## config.mk

```make
export PLATFORM = sky130hd
export DESIGN_NAME = calculator_output
export DESIGN_NICKNAME = d
export VERILOG_FILES = /design/src/rtl/calculator_output.sv
export SDC_FILE = /design/constraint.sdc
export NUM_CORES = 1
export LEC_CHECK = 0
export ABC_AREA = 0
export CORE_ASPECT_RATIO = 1.1
export CORE_MARGIN = 3
export CORE_UTILIZATION = 50
export DETAILED_ROUTE_END_ITERATION = 10
export HOLD_SLACK_MARGIN = 0.1
export PLACE_DENSITY_LB_ADDON = 0.2
export SKIP_CTS_REPAIR_TIMING = 1
export SKIP_LAST_GASP = 1
export SYNTH_ARGS = -nofsm -noshare
export SYNTH_HDL_FRONTEND = slang
export SYNTH_SLANG_ARGS = --single-unit
```

## constraint.sdc

```tcl
create_clock -name clk -period 2.9 [get_ports clk]
set_input_delay 0.435 -clock clk [delete_from_list [all_inputs] [get_ports clk]]
set_output_delay 0.435 -clock clk [all_outputs]
set_load 0.01 [all_outputs]
```

## src/rtl/calculator_output.sv

```systemverilog
// Display back end for the calculator: converts a 16-bit result to BCD by
// double-dabble and scans it onto an active-low 4-digit 7-segment display.
module calculator_output #(
  parameter int SCAN_OVERFLOW = 100000
) (
  input  logic        clk,
  input  logic        reset,
  input  logic [15:0] value_in,
  input  logic        neg_in,
  input  logic        load,
  output logic        busy,
  output logic [6:0]  seg,
  output logic        dp,
  output logic [3:0]  an,
  output logic        led_neg
);
  localparam int SW = (SCAN_OVERFLOW > 2) ? $clog2(SCAN_OVERFLOW) : 1;

  typedef enum logic {IDLE, CONVERT} state_e;

  state_e           state_q, state_d;
  logic [15:0]      bin_q, bin_d;
  logic [15:0]      bcd_q, bcd_d;
  logic [4:0]       cnt_q, cnt_d;
  logic             negp_q, negp_d;
  logic [3:0][3:0]  dig_q, dig_d;
  logic [3:0]       mask_q, mask_d;
  logic             neg_q, neg_d;
  logic [SW-1:0]    scan_q, scan_d;
  logic [1:0]       idx_q, idx_d;
  logic [6:0]       seg_q, seg_d;
  logic [3:0]       an_q, an_d;
  logic [15:0]      bcd_adj;
  logic [31:0]      shifted;

  function automatic logic [6:0] seg_dec(input logic [3:0] d);
    case (d)
      4'd0:    seg_dec = 7'b1000000;
      4'd1:    seg_dec = 7'b1111001;
      4'd2:    seg_dec = 7'b0100100;
      4'd3:    seg_dec = 7'b0110000;
      4'd4:    seg_dec = 7'b0011001;
      4'd5:    seg_dec = 7'b0010010;
      4'd6:    seg_dec = 7'b0000010;
      4'd7:    seg_dec = 7'b1111000;
      4'd8:    seg_dec = 7'b0000000;
      4'd9:    seg_dec = 7'b0010000;
      4'hE:    seg_dec = 7'b0000110;
      default: seg_dec = 7'b1111111;
    endcase
  endfunction

  // Bit k set means digit k is a leading zero; digit 0 is never blanked.
  function automatic logic [3:0] blank_mask(input logic [15:0] d);
    logic [3:0] m;
    m[3] = (d[15:12] == 4'd0);
    m[2] = m[3] && (d[11:8] == 4'd0);
    m[1] = m[2] && (d[7:4] == 4'd0);
    m[0] = 1'b0;
    return m;
  endfunction

  always_comb begin
    bcd_adj = bcd_q;
    for (int i = 0; i < 4; i++)
      if (bcd_q[4*i +: 4] >= 4'd5) bcd_adj[4*i +: 4] = bcd_q[4*i +: 4] + 4'd3;
    shifted = {bcd_adj, bin_q} << 1;
  end

  always_comb begin
    state_d = state_q;
    bin_d   = bin_q;
    bcd_d   = bcd_q;
    cnt_d   = cnt_q;
    negp_d  = negp_q;
    dig_d   = dig_q;
    mask_d  = mask_q;
    neg_d   = neg_q;
    case (state_q)
      IDLE: if (load) begin
        if (value_in > 16'd9999) begin
          dig_d  = {4{4'hE}};
          mask_d = 4'b0000;
          neg_d  = neg_in;
        end else begin
          bin_d   = value_in;
          bcd_d   = 16'd0;
          cnt_d   = 5'd16;
          negp_d  = neg_in;
          state_d = CONVERT;
        end
      end
      CONVERT: begin
        bcd_d = shifted[31:16];
        bin_d = shifted[15:0];
        cnt_d = cnt_q - 5'd1;
        // Last shift: publish digits, mask and sign together.
        if (cnt_q == 5'd1) begin
          dig_d   = shifted[31:16];
          mask_d  = blank_mask(shifted[31:16]);
          neg_d   = negp_q;
          state_d = IDLE;
        end
      end
      default: state_d = IDLE;
    endcase
  end

  // Segment/anode registers are fed from next-state values so a new digit
  // appears on the same edge it is written.
  always_comb begin
    scan_d = scan_q + SW'(1);
    idx_d  = idx_q;
    if (scan_q == SW'(SCAN_OVERFLOW - 1)) begin
      scan_d = '0;
      idx_d  = idx_q + 2'd1;
    end
    seg_d = mask_d[idx_d] ? 7'b1111111 : seg_dec(dig_d[idx_d]);
    an_d  = ~(4'b0001 << idx_d);
  end

  always_ff @(posedge clk or negedge reset) begin
    if (!reset) begin
      state_q <= IDLE;
      bin_q   <= '0;
      bcd_q   <= '0;
      cnt_q   <= '0;
      negp_q  <= 1'b0;
      dig_q   <= '0;
      mask_q  <= 4'b1110;
      neg_q   <= 1'b0;
      scan_q  <= '0;
      idx_q   <= 2'd0;
      seg_q   <= 7'b1000000;
      an_q    <= 4'b1110;
    end else begin
      state_q <= state_d;
      bin_q   <= bin_d;
      bcd_q   <= bcd_d;
      cnt_q   <= cnt_d;
      negp_q  <= negp_d;
      dig_q   <= dig_d;
      mask_q  <= mask_d;
      neg_q   <= neg_d;
      scan_q  <= scan_d;
      idx_q   <= idx_d;
      seg_q   <= seg_d;
      an_q    <= an_d;
    end
  end

  assign busy    = (state_q == CONVERT);
  assign seg     = seg_q;
  assign an      = an_q;
  assign dp      = 1'b1;
  assign led_neg = neg_q;
endmodule

```

# After elaboration in Yosys (flattened, before gate mapping)
# Memory sizes are Yosys's and may differ from the RTL's.
# Cells that the tools add are included.
# W data, S select, Z words.
dict set report classes {
  n_lt_le_gt_ge 6
  n_reduce_logical 8
  n_mux 36
  shift 1
  n_eq_ne 6
  addsub 7
  bitwise_logic 3
}
# op count
set op_table {}
lappend op_table {{$mux W16} 7}
lappend op_table {{$pmux W16 S2} 3}
lappend op_table {{$mux W4} 7}
lappend op_table {{$add A17 B1 Y17 const B} 1}
lappend op_table {{$eq A17 B17 Y1 const B} 1}
lappend op_table {{$mux W17} 1}
lappend op_table {{$ge A4 B3 Y1 const B} 4}
lappend op_table {{$gt A16 B14 Y1 const B} 1}
lappend op_table {{$add A4 B2 Y4 const B} 3}
lappend op_table {{$logic_not A4 Y1} 3}
lappend op_table {{$mux W5} 2}
lappend op_table {{$pmux W5 S2} 1}
lappend op_table {{$bmux W4 S2} 1}
lappend op_table {{$pmux W4 S2} 1}
lappend op_table {{$mux W1} 7}
lappend op_table {{$mux W7} 1}
lappend op_table {{$ne A2 B2 Y1 const B} 3}
lappend op_table {{$reduce_and A3 Y1} 2}
lappend op_table {{$eq A5 B1 Y1 const B} 1}
lappend op_table {{$sub A5 B1 Y5 const B} 1}
lappend op_table {{$not A4 Y4} 1}
lappend op_table {{$pmux W1 S2} 2}
lappend op_table {{$shl A1 B2 Y4 const A} 1}
lappend op_table {{$add A3 B2 Y3 const B} 1}
lappend op_table {{9 further kinds} 11}
dict set report word_totals {
  word_cells 83
  romBits 112
  in_bits 20
  n_memories 1
  register_bits 90
  out_inout_bits 14
}
# memory words width read_ports rd_clocked_by_memory_dff write_ports line_no
set memory_table {}
lappend memory_table {{(name not given)} 16 7 1 0 0 37} ;# case (d)

# Logic depth before layout (Yosys ltp)
# Gate-level depths: netlist of run 1.
dict set report depth {
  ltp_word 10
  mapped_depth 14
  depth_no_buf 13
}

# Worst setup path before layout of run 1
# Ideal clock, no wire load.
dict set report synth_path {
  path_type {input to register}
  startpoint {in value_in[7]}
  endpoint {reg seg_q[4], in the netlist seg[4]}
  n_path_buf 1
  arrival_ns 2.812
  slack_ns -0.013
  stages 11
  setup_ns 0.101
  required_ns 2.799
  path_cell_list {or4_1 -> a21oi_2 -> nor2_1 -> buf_2 -> o311ai_0 -> nand3_1 -> a21oi_1 -> inv_1 -> ha_1 -> or2b_1 -> o311ai_2}
}
dict set report synth_via {
  elab_chain_len 8
}
# element line_no
set synth_lines {}
lappend synth_lines {{from (decl)} 8} ;# input logic [15:0] value_in,
lappend synth_lines {{$gt A16 B14 Y1 (*)} 81} ;# if (value_in > 16'd9999) begin
lappend synth_lines {{$mux W16} 81}
lappend synth_lines {{$mux W16} 80} ;# IDLE: if (load) begin
lappend synth_lines {{$pmux W16 S2} 79} ;# case (state_q)
lappend synth_lines {{$bmux W4 S2} 118} ;# seg_d = mask_d[idx_d] ? 7'b1111111 : seg_dec(dig_d[idx_d]);
lappend synth_lines {{$mux W4 (implied by the code)} 118}
lappend synth_lines {{$mem_v2 Z16 W7} -}
lappend synth_lines {{$mux W7 (*)} 118}
lappend synth_lines {{via seg_d[4]} 31} ;# logic [6:0] seg_q, seg_d;
lappend synth_lines {{to (signal assigned)} 147} ;# seg_q <= seg_d;
lappend synth_lines {{to (decl)} 31}
# The timed path passes the listed nets; every way through them passes the cells marked *. The select of a mux whose other input is x is not followed.
# A chain may end at the register's enable or synchronous reset.

# Worst setup path in the final report of run 1
dict set report layout_path {
  startpoint {reg cnt_q[2]}
  endpoint {reg seg_q[0], in the netlist seg[0]}
}
dict set report layout_via {
  elab_chain_len 7
}
# element line_no
set layout_lines {}
lappend layout_lines {{from (decl)} 24} ;# logic [4:0] cnt_q, cnt_d;
lappend layout_lines {{from (signal assigned)} 140} ;# cnt_q <= cnt_d;
lappend layout_lines {{$eq A5 B1 Y1 (*)} 98} ;# if (cnt_q == 5'd1) begin
lappend layout_lines {{$mux W16} 98}
lappend layout_lines {{$pmux W16 S2} 79}
lappend layout_lines {{$bmux W4 S2} 118}
lappend layout_lines {{$mux W4 (implied by the code)} 118}
lappend layout_lines {{$mem_v2 Z16 W7} -}
lappend layout_lines {{$mux W7 (*)} 118}
lappend layout_lines {{via seg_d[0]} 31}
# Marks and branches as above.

==> metrics.txt, run 1 <==
# TYPE chip_impl_metric gauge
chip_impl_info{name="outcome",value="finished clean"} 1
chip_impl_metric{name="design.core.area",unit="mm2"} 0.00940
chip_impl_metric{name="design.portCount",unit=""} 34
chip_impl_metric{name="drc",unit=""} 0
chip_impl_metric{name="drv_slew",unit=""} 0
chip_impl_info{name="clk_root_buffer_cell",value="sky130_fd_sc_hd__clkbuf_8"} 1
chip_impl_metric{name="final_antenna_net_count",unit=""} 0
chip_impl_metric{name="cp_max_fo",unit=""} 8
chip_impl_metric{name="syn_area",unit="mm2"} 0.00483
chip_impl_metric{name="antenna_violations_before_repair",unit=""} 0
chip_impl_metric{name="timing.max_cap.violations",unit=""} 0
chip_impl_metric{name="power-per-cell-area",unit="mW/mm2"} 816
chip_impl_metric{name="dieWidth",unit="um"} 99.7
chip_impl_info{name="rsz0062_at_grt",value="yes"} 1
chip_impl_info{name="worst_hold_path_class",value="in -> async"} 1
chip_impl_metric{name="vias_per_cell",unit=""} 5.52
chip_impl_metric{name="drt_pass1_iterations",unit=""} 4
chip_impl_metric{name="cp_data_required_time",unit="ns"} 3.13
chip_impl_metric{name="number_of_synthesized_flops_with_an_enable_pin",unit=""} 0
chip_impl_metric{name="cts_max_level",unit=""} 3
chip_impl_metric{name="clock_sinks",unit=""} 90
chip_impl_metric{name="fp.dieArea",unit="mm2"} 0.0109
chip_impl_metric{name="gr-total-overflow",unit=""} 0
chip_impl_metric{name="synthDistinctLibCells",unit=""} 75
chip_impl_metric{name="total_count_of_hold_check_failures_in_the_final_report",unit=""} 0
chip_impl_metric{name="n_antenna_cell",unit=""} 0
chip_impl_metric{name="max-clock-path-buffers",unit=""} 2
chip_impl_metric{name="post-route-util",unit=""} 0.649
chip_impl_metric{name="synth-seq-cells",unit=""} 90
chip_impl_info{name="most_frequent_standard_cell_in_the_layout_excluding_fill_and_tap_cells",value="sky130_fd_sc_hd__dfrtp_1"} 1
chip_impl_metric{name="relSlewSlack",unit=""} 0.531
chip_impl_metric{name="clock_latency",unit="ns"} 0.37
chip_impl_metric{name="async_reset_ff_frac",unit=""} 1.00
chip_impl_metric{name="cts-buffers-inserted",unit=""} 9
chip_impl_metric{name="numPortBuffers",unit=""} 32
chip_impl_metric{name="grt_pass1_wl",unit="um"} 18400
chip_impl_metric{name="area_growth_syn_to_layout",unit="%"} 26.3
chip_impl_info{name="layout.cells.most_common_list",value="82 x sky130_fd_sc_hd__dfrtp_1, 73 x sky130_fd_sc_hd__nand2_1, 58 x sky130_fd_sc_hd__buf_4, 42 x sky130_fd_sc_hd__o21ai_0, 27 x sky130_fd_sc_hd__nor2_1"} 1
chip_impl_metric{name="synth-seq-area-share",unit=""} 0.468
chip_impl_metric{name="routability_congestion_estimate_from_global_placement",unit=""} 0.845
chip_impl_metric{name="grt_max_degree",unit=""} 64
chip_impl_metric{name="die-height",unit="um"} 109
chip_impl_metric{name="hpwlAfterDp",unit="um"} 8170
chip_impl_metric{name="postRouteWirelength",unit="um"} 11500
chip_impl_metric{name="gr-usage-all-layers",unit=""} 0.216
chip_impl_metric{name="crit_arrival",unit="ns"} 3.12
chip_impl_metric{name="first_global_vias",unit=""} 3707
chip_impl_metric{name="layout_worst_path_cycle_share",unit=""} 0.998
chip_impl_metric{name="drt-initial-drc-count",unit=""} 259
chip_impl_metric{name="initial_cell_density_of_the_core",unit=""} 0.514
chip_impl_metric{name="row_count",unit=""} 37
chip_impl_metric{name="fin_worst_hold_slack",unit="ns"} 0.112
chip_impl_metric{name="synthCells",unit=""} 495
chip_impl_info{name="critical_path_class",value="reg -> reg"} 1
chip_impl_metric{name="wire_per_inst",unit="um"} 16.4
chip_impl_metric{name="max_clock_freq",unit="MHz"} 345
chip_impl_metric{name="synthesis.nets",unit=""} 531
chip_impl_metric{name="nets",unit=""} 615
chip_impl_metric{name="clkSlewWorstSetupHoldPaths",unit="ns"} 0.09
chip_impl_metric{name="syn-mean-instance-area",unit="um2"} 9.76
chip_impl_info{name="worst_setup_path_end_kind",value="register"} 1
chip_impl_metric{name="peakVddDrop",unit="V"} 0.000377
chip_impl_metric{name="tightest_slew",unit="ns"} 0.704
chip_impl_metric{name="fin_crit",unit="ns"} 2.89
chip_impl_metric{name="tns",unit="ns"} 0
chip_impl_metric{name="vias",unit=""} 3871
chip_impl_info{name="most_frequently_used_flop_master_after_synthesis",value="sky130_fd_sc_hd__dfrtp_1"} 1
chip_impl_metric{name="power.static_leakage",unit="nW"} 2.82
chip_impl_metric{name="setup_viol_count_final",unit=""} 0
chip_impl_metric{name="fin_skew",unit="ns"} 0.0130
chip_impl_metric{name="yosysWarnings",unit=""} 0
chip_impl_metric{name="drive_gt1_frac",unit=""} 0.245
chip_impl_info{name="worst_setup_path_start_kind",value="register"} 1
chip_impl_info{name="cts_tree",value="built"} 1
## logic make-up (layout without fill, tap and decap cells)
group | after synthesis | after routing | share of synthesized area
simple gates | 177 | 178 | 0.195
compound gates | 113 | 113 | 0.152
flops | 90 | 90 | 0.468
buf+inv | 48 | 136 | 0.0440
mux | 28 | 28 | 0.0585
xor+xnor | 22 | 22 | 0.0399
fa+ha+maj | 16 | 16 | 0.0414
other cells | 1 | 1 | 0.000776
## metal layers
metal / track usage / up-vias / share of wire
li1: - / 1892 / -
met1: 0.287 / 1898 / 0.44
met2: 0.365 / 67 / 0.51
met3: 0.0345 / 14 / 0.033
met4: 0.0644 / 0 / 0.017
met5: 0 / - / 0
## worst max-delay path: stages (launching register included)
cell	delay (ns)
sky130_fd_sc_hd__dfrtp_1	0.42
sky130_fd_sc_hd__nor4b_4	0.31
sky130_fd_sc_hd__buf_4	0.16
sky130_fd_sc_hd__nand2_1	0.12
sky130_fd_sc_hd__buf_6	0.18
sky130_fd_sc_hd__and2_1	0.23
sky130_fd_sc_hd__o31ai_2	0.33
sky130_fd_sc_hd__nand3_2	0.13
sky130_fd_sc_hd__a21oi_2	0.19
sky130_fd_sc_hd__inv_1	0.09
sky130_fd_sc_hd__buf_4	0.15
sky130_fd_sc_hd__o211ai_1	0.31
sky130_fd_sc_hd__o211ai_1	0.15
## sequential cells by signal (all words and copies together) (netlist names)
name / flops
scan_q: 17
bin_q: 16
an: 4
bcd_q: 16
seg: 7
negp_q: 1
idx_q: 2
mask_q: 4
busy: 1
cnt_q: 5
dig_q: 16
led_neg: 1
## path summary, 6_finish.rpt
check                       endpoint  cells after the start  slack [ns]    startpoint
max                           seg[0]                     12       0.006      cnt_q[2]
min                         bcd_q[6]                      1        0.11         reset
max reg2reg                   seg[0]                     12       0.006      cnt_q[2]
min reg2reg                mask_q[3]                      2        0.47     mask_q[3]
max in group asynchronous      an[1]                      2        2.06         reset
min in group clk           bin_q[11]                      3        0.43  value_in[11]
## where the power goes
| part | switching [mW] | internal [mW] | leakage (nW) |
|---|---|---|---|
| Clock | 0.479 | 0.434 | 0.109 |
| Sequential | 0.228 | 1.58 | 1.10 |
| Combinational | 1.21 | 1.05 | 1.61 |
| Total | 1.92 | 3.07 | 2.82 |
## synthesized netlist by cell type, types with 4 or more instances
library cell | instances | area share
sky130_fd_sc_hd__a21oi_1 | 20 | 0.021
sky130_fd_sc_hd__and2_1 | 6 | 0.0078
sky130_fd_sc_hd__and3_1 | 5 | 0.0065
sky130_fd_sc_hd__buf_2 | 5 | 0.0052
sky130_fd_sc_hd__clkbuf_1 | 12 | 0.0093
sky130_fd_sc_hd__dfrtp_1 | 83 | 0.43
sky130_fd_sc_hd__dfstp_2 | 7 | 0.038
sky130_fd_sc_hd__ha_1 | 16 | 0.041
sky130_fd_sc_hd__inv_1 | 25 | 0.019
sky130_fd_sc_hd__mux2i_1 | 26 | 0.054
sky130_fd_sc_hd__nand2_1 | 73 | 0.057
sky130_fd_sc_hd__nand2b_1 | 9 | 0.012
sky130_fd_sc_hd__nand3_1 | 14 | 0.015
sky130_fd_sc_hd__nor2_1 | 29 | 0.023
sky130_fd_sc_hd__nor3_1 | 5 | 0.0052
sky130_fd_sc_hd__nor3b_1 | 4 | 0.0062
sky130_fd_sc_hd__o211ai_1 | 5 | 0.0078
sky130_fd_sc_hd__o21ai_0 | 44 | 0.046
sky130_fd_sc_hd__o22ai_1 | 4 | 0.0052
sky130_fd_sc_hd__or3_1 | 4 | 0.0052
sky130_fd_sc_hd__xnor2_1 | 13 | 0.024
sky130_fd_sc_hd__xor2_1 | 9 | 0.016
## per-stage QoR
| step | instance area [um2] | instances | total power [mW] | setup WS, ns |
|---|---|---|---|---|
| finish | 6100 | 701 | 4.98 | 0.00561 |
| global route | 6100 | 701 | 5.35 | -0.0998 |
| CTS | 5860 | 696 | 4.81 | -0.429 |
| detailed placement | 5650 | 680 | 3.89 | -0.829 |
| global placement | 5650 | 680 | 3.79 | -0.645 |
| floorplan | 4840 | 495 | 3.06 | 0.0350 |
## final cells by class
class / instances / area (um2)
well taps: 117 / 146
flip-flops and latches: 90 / 2260
repair buffers: 95 / 840
clock inverters: 6 / 72.6
multi-input cells: 358 / 2550
inverters: 25 / 93.8
fillers: 757 / 3300
clock buffers: 10 / 138
No activity file was read; power rests on OpenSTA's default activity.
==> inputs of run 2 (changes only) <==
==> constraint.sdc (replaced) <==
create_clock -name clk -period 2.95 [get_ports clk]
set_input_delay 0.4425 -clock clk [delete_from_list [all_inputs] [get_ports clk]]
set_output_delay 0.4425 -clock clk [all_outputs]
set_load 0.01 [all_outputs]
==> run 2 against run 1 <==
Global-route usage decreased by 0.80 points; non-clock buffer count decreased by 8; flip-flop and latch count unchanged; clock power increased by 15%.
==> metrics.txt, run 2 (synthesized netlist as in run 1, its figures left out) <==
# TYPE chip_impl_metric gauge
chip_impl_info{name="outcome",value="finished clean"} 1
chip_impl_info{name="cts_tree",value="built"} 1
chip_impl_metric{name="gr-total-overflow",unit=""} 0
chip_impl_metric{name="cts-buffers-inserted",unit=""} 9
chip_impl_metric{name="dieWidth",unit="um"} 99.7
chip_impl_metric{name="fp.dieArea",unit="mm2"} 0.0109
chip_impl_metric{name="max-clock-path-buffers",unit=""} 2
chip_impl_metric{name="drv_slew",unit=""} 0
chip_impl_info{name="worst_setup_path_end_kind",value="register"} 1
chip_impl_metric{name="dpl_cell_area",unit="mm2"} 0.00552
chip_impl_metric{name="vias_per_cell",unit=""} 5.55
chip_impl_metric{name="wire_per_inst",unit="um"} 16.3
chip_impl_metric{name="vias",unit=""} 3844
chip_impl_info{name="worst_hold_path_class",value="in -> async"} 1
chip_impl_metric{name="nets",unit=""} 606
chip_impl_metric{name="numPortBuffers",unit=""} 32
chip_impl_metric{name="crit_arrival",unit="ns"} 3.20
chip_impl_metric{name="drive_gt1_frac",unit=""} 0.242
chip_impl_metric{name="final_antenna_net_count",unit=""} 0
chip_impl_info{name="rsz0062_at_grt",value="yes"} 1
chip_impl_metric{name="clock_sinks",unit=""} 90
chip_impl_metric{name="die-height",unit="um"} 109
chip_impl_metric{name="critical_path_buf_inv_count",unit=""} 2
chip_impl_metric{name="ff2ff_path_depth",unit=""} 10
chip_impl_metric{name="setup_slack_on_the_worst_flop_to_flop_path",unit="ns"} 0.05
chip_impl_metric{name="grt_max_degree",unit=""} 64
chip_impl_metric{name="initial_cell_density_of_the_core",unit=""} 0.514
chip_impl_metric{name="timing.max_cap.violations",unit=""} 0
chip_impl_metric{name="cts_max_level",unit=""} 3
chip_impl_metric{name="first_global_vias",unit=""} 3660
chip_impl_info{name="critical_path_class",value="in -> reg"} 1
chip_impl_metric{name="use_met2",unit=""} 0.336
chip_impl_metric{name="tightest_slew",unit="ns"} 0.651
chip_impl_info{name="slowest_stage_cell_cp",value="sky130_fd_sc_hd__or4_4"} 1
chip_impl_metric{name="power.static_leakage",unit="nW"} 2.79
chip_impl_metric{name="relSlewSlack",unit=""} 0.566
chip_impl_metric{name="cp_max_fo",unit=""} 7
chip_impl_metric{name="grtUsageMet3",unit=""} 0.0397
chip_impl_info{name="grt_busiest_layer",value="met2"} 1
chip_impl_metric{name="antenna_violations_before_repair",unit=""} 0
chip_impl_metric{name="clock_latency",unit="ns"} 0.35
chip_impl_info{name="layout.cells.most_common_list",value="81 x sky130_fd_sc_hd__dfrtp_1, 72 x sky130_fd_sc_hd__nand2_1, 54 x sky130_fd_sc_hd__buf_4, 44 x sky130_fd_sc_hd__o21ai_0, 26 x sky130_fd_sc_hd__nor2_1"} 1
chip_impl_metric{name="max_clock_freq",unit="MHz"} 339
chip_impl_info{name="most_frequent_standard_cell_in_the_layout_excluding_fill_and_tap_cells",value="sky130_fd_sc_hd__dfrtp_1"} 1
chip_impl_metric{name="routability_congestion_estimate_from_global_placement",unit=""} 0.911
chip_impl_info{name="worst_setup_path_start_kind",value="input pin"} 1
chip_impl_metric{name="area_growth_syn_to_layout",unit="%"} 25.0
chip_impl_metric{name="drt_pass1_iterations",unit=""} 4
chip_impl_metric{name="post-route-cell-area",unit="mm2"} 0.00604
chip_impl_metric{name="post-route-util",unit=""} 0.643
chip_impl_metric{name="hpwlAfterDp",unit="um"} 7740
chip_impl_metric{name="setup_viol_count_final",unit=""} 0
chip_impl_metric{name="postRouteWirelength",unit="um"} 11300
chip_impl_metric{name="design.core.area",unit="mm2"} 0.00940
chip_impl_metric{name="largest_register_ffs",unit=""} 17
chip_impl_metric{name="clkSlewWorstSetupHoldPaths",unit="ns"} 0.09
chip_impl_metric{name="cp_slowest_stage_delay",unit="ns"} 0.59
chip_impl_metric{name="fin_crit",unit="ns"} 2.95
chip_impl_metric{name="path_depth",unit=""} 10
chip_impl_metric{name="fin_skew",unit="ns"} 0.0113
chip_impl_metric{name="grt_pass1_wl",unit="um"} 17900
chip_impl_metric{name="total_count_of_hold_check_failures_in_the_final_report",unit=""} 0
chip_impl_metric{name="layout.filler_cells",unit=""} 746
chip_impl_metric{name="gr-usage-all-layers",unit=""} 0.208
chip_impl_info{name="crit_chain",value="clkdlybuf4s50_1 -> or4_4 -> a21oi_4 -> buf_6 -> o21ai_4 -> o21a_1 -> and2_4 -> or4_4 -> and2_4 -> o311ai_2"} 1
chip_impl_metric{name="peakVddDrop",unit="V"} 0.000463
chip_impl_info{name="clk_root_buffer_cell",value="sky130_fd_sc_hd__clkbuf_8"} 1
chip_impl_metric{name="power-per-cell-area",unit="mW/mm2"} 808
chip_impl_metric{name="layout_worst_path_cycle_share",unit=""} 1.00
chip_impl_metric{name="dp.cells",unit=""} 666
chip_impl_metric{name="cp_data_required_time",unit="ns"} 3.20
chip_impl_metric{name="global_route.usage.met1",unit=""} 0.285
chip_impl_metric{name="n_antenna_cell",unit=""} 0
chip_impl_info{name="top_register",value="scan_q"} 1
chip_impl_metric{name="design.portCount",unit=""} 34
chip_impl_info{name="crit_family",value="simple AND/OR/NAND/NOR gates"} 1
chip_impl_metric{name="drc",unit=""} 0
chip_impl_metric{name="row_count",unit=""} 37
chip_impl_metric{name="post_layout_nonfiller_instances",unit=""} 692
chip_impl_metric{name="drt-initial-drc-count",unit=""} 230
run 2: changes by cell type in the layout (fill, tap and decap cells not counted), sizes merged:
| cell | delta |
|---|---|
| buf | -8 |
| bufinv | +2 |
| clkbuf | +2 |
| clkdlybuf4s50 | +1 |
| clkinv | -1 |
| dlymetal6s2s | -1 |
| inv | -3 |
| nor2 | -1 |
run 2: per-layer routing:
layer,share of wire,vias to the layer above
li1,-,1865
met1,0.45,1891
met2,0.50,77
met3,0.038,11
met4,0.011,0
met5,0,-
run 2: metrics by stage:
| step | hold slack, ns | power [mW] | TNS [ns] | setup WS (ns) |
|---|---|---|---|---|
| 2_1_floorplan | 0.147 | 3.01 | 0 | 0.0299 |
| 3_3_place_gp | 0.451 | 3.60 | -3.36 | -0.515 |
| 3_5_place_dp | 0.451 | 3.68 | -3.95 | -0.632 |
| 4_1_cts | 0.126 | 4.75 | -1.51 | -0.280 |
| 5_1_grt | 0.141 | 5.25 | -0.199 | -0.0542 |
| 6_report | 0.107 | 4.88 | 0 | 0.000770 |
run 2: where the power goes:
group          leakage [nW]  internal [mW]  switching [mW]  total [mW]
Clock                 0.127          0.612           0.435        1.05
Combinational          1.56          0.920            1.13        2.05
Sequential             1.10           1.55           0.234        1.79
Total                  2.79           3.09            1.80        4.88
run 2: worst paths after layout:
path,startpoint,endpoint
worst max-delay path,value_in[7],seg[4]
worst min-delay path,reset,scan_q[9]
worst max register to register,scan_q[1],seg[4]
worst min register to register,mask_q[3],mask_q[3]
max in group asynchronous,reset,mask_q[3]
min in group clk,value_in[12],bin_q[12]
run 2: cell type report:
| cell class | count | area [um2] | share of cell area |
|---|---|---|---|
| multi-input cells | 357 | 2530 | 0.419 |
| flip-flops and latches | 90 | 2260 | 0.375 |
| repair buffers | 87 | 753 | 0.125 |
| clock buffers | 12 | 155 | 0.0257 |
| well taps | 117 | 146 | 0.0242 |
| clock inverters | 4 | 98.8 | 0.0164 |
| inverters | 25 | 93.8 | 0.0155 |
==> inputs of run 3 (changes only) <==
--- a/config.mk
+++ b/config.mk
@@ -17,3 +17,4 @@
 export SYNTH_ARGS = -nofsm -noshare
 export SYNTH_HDL_FRONTEND = slang
 export SYNTH_SLANG_ARGS = --single-unit
+export TNS_END_PERCENT = 50
==> results of run 3 <==
Same layout as run 2: the final DEF is identical, and so are final timing and power.
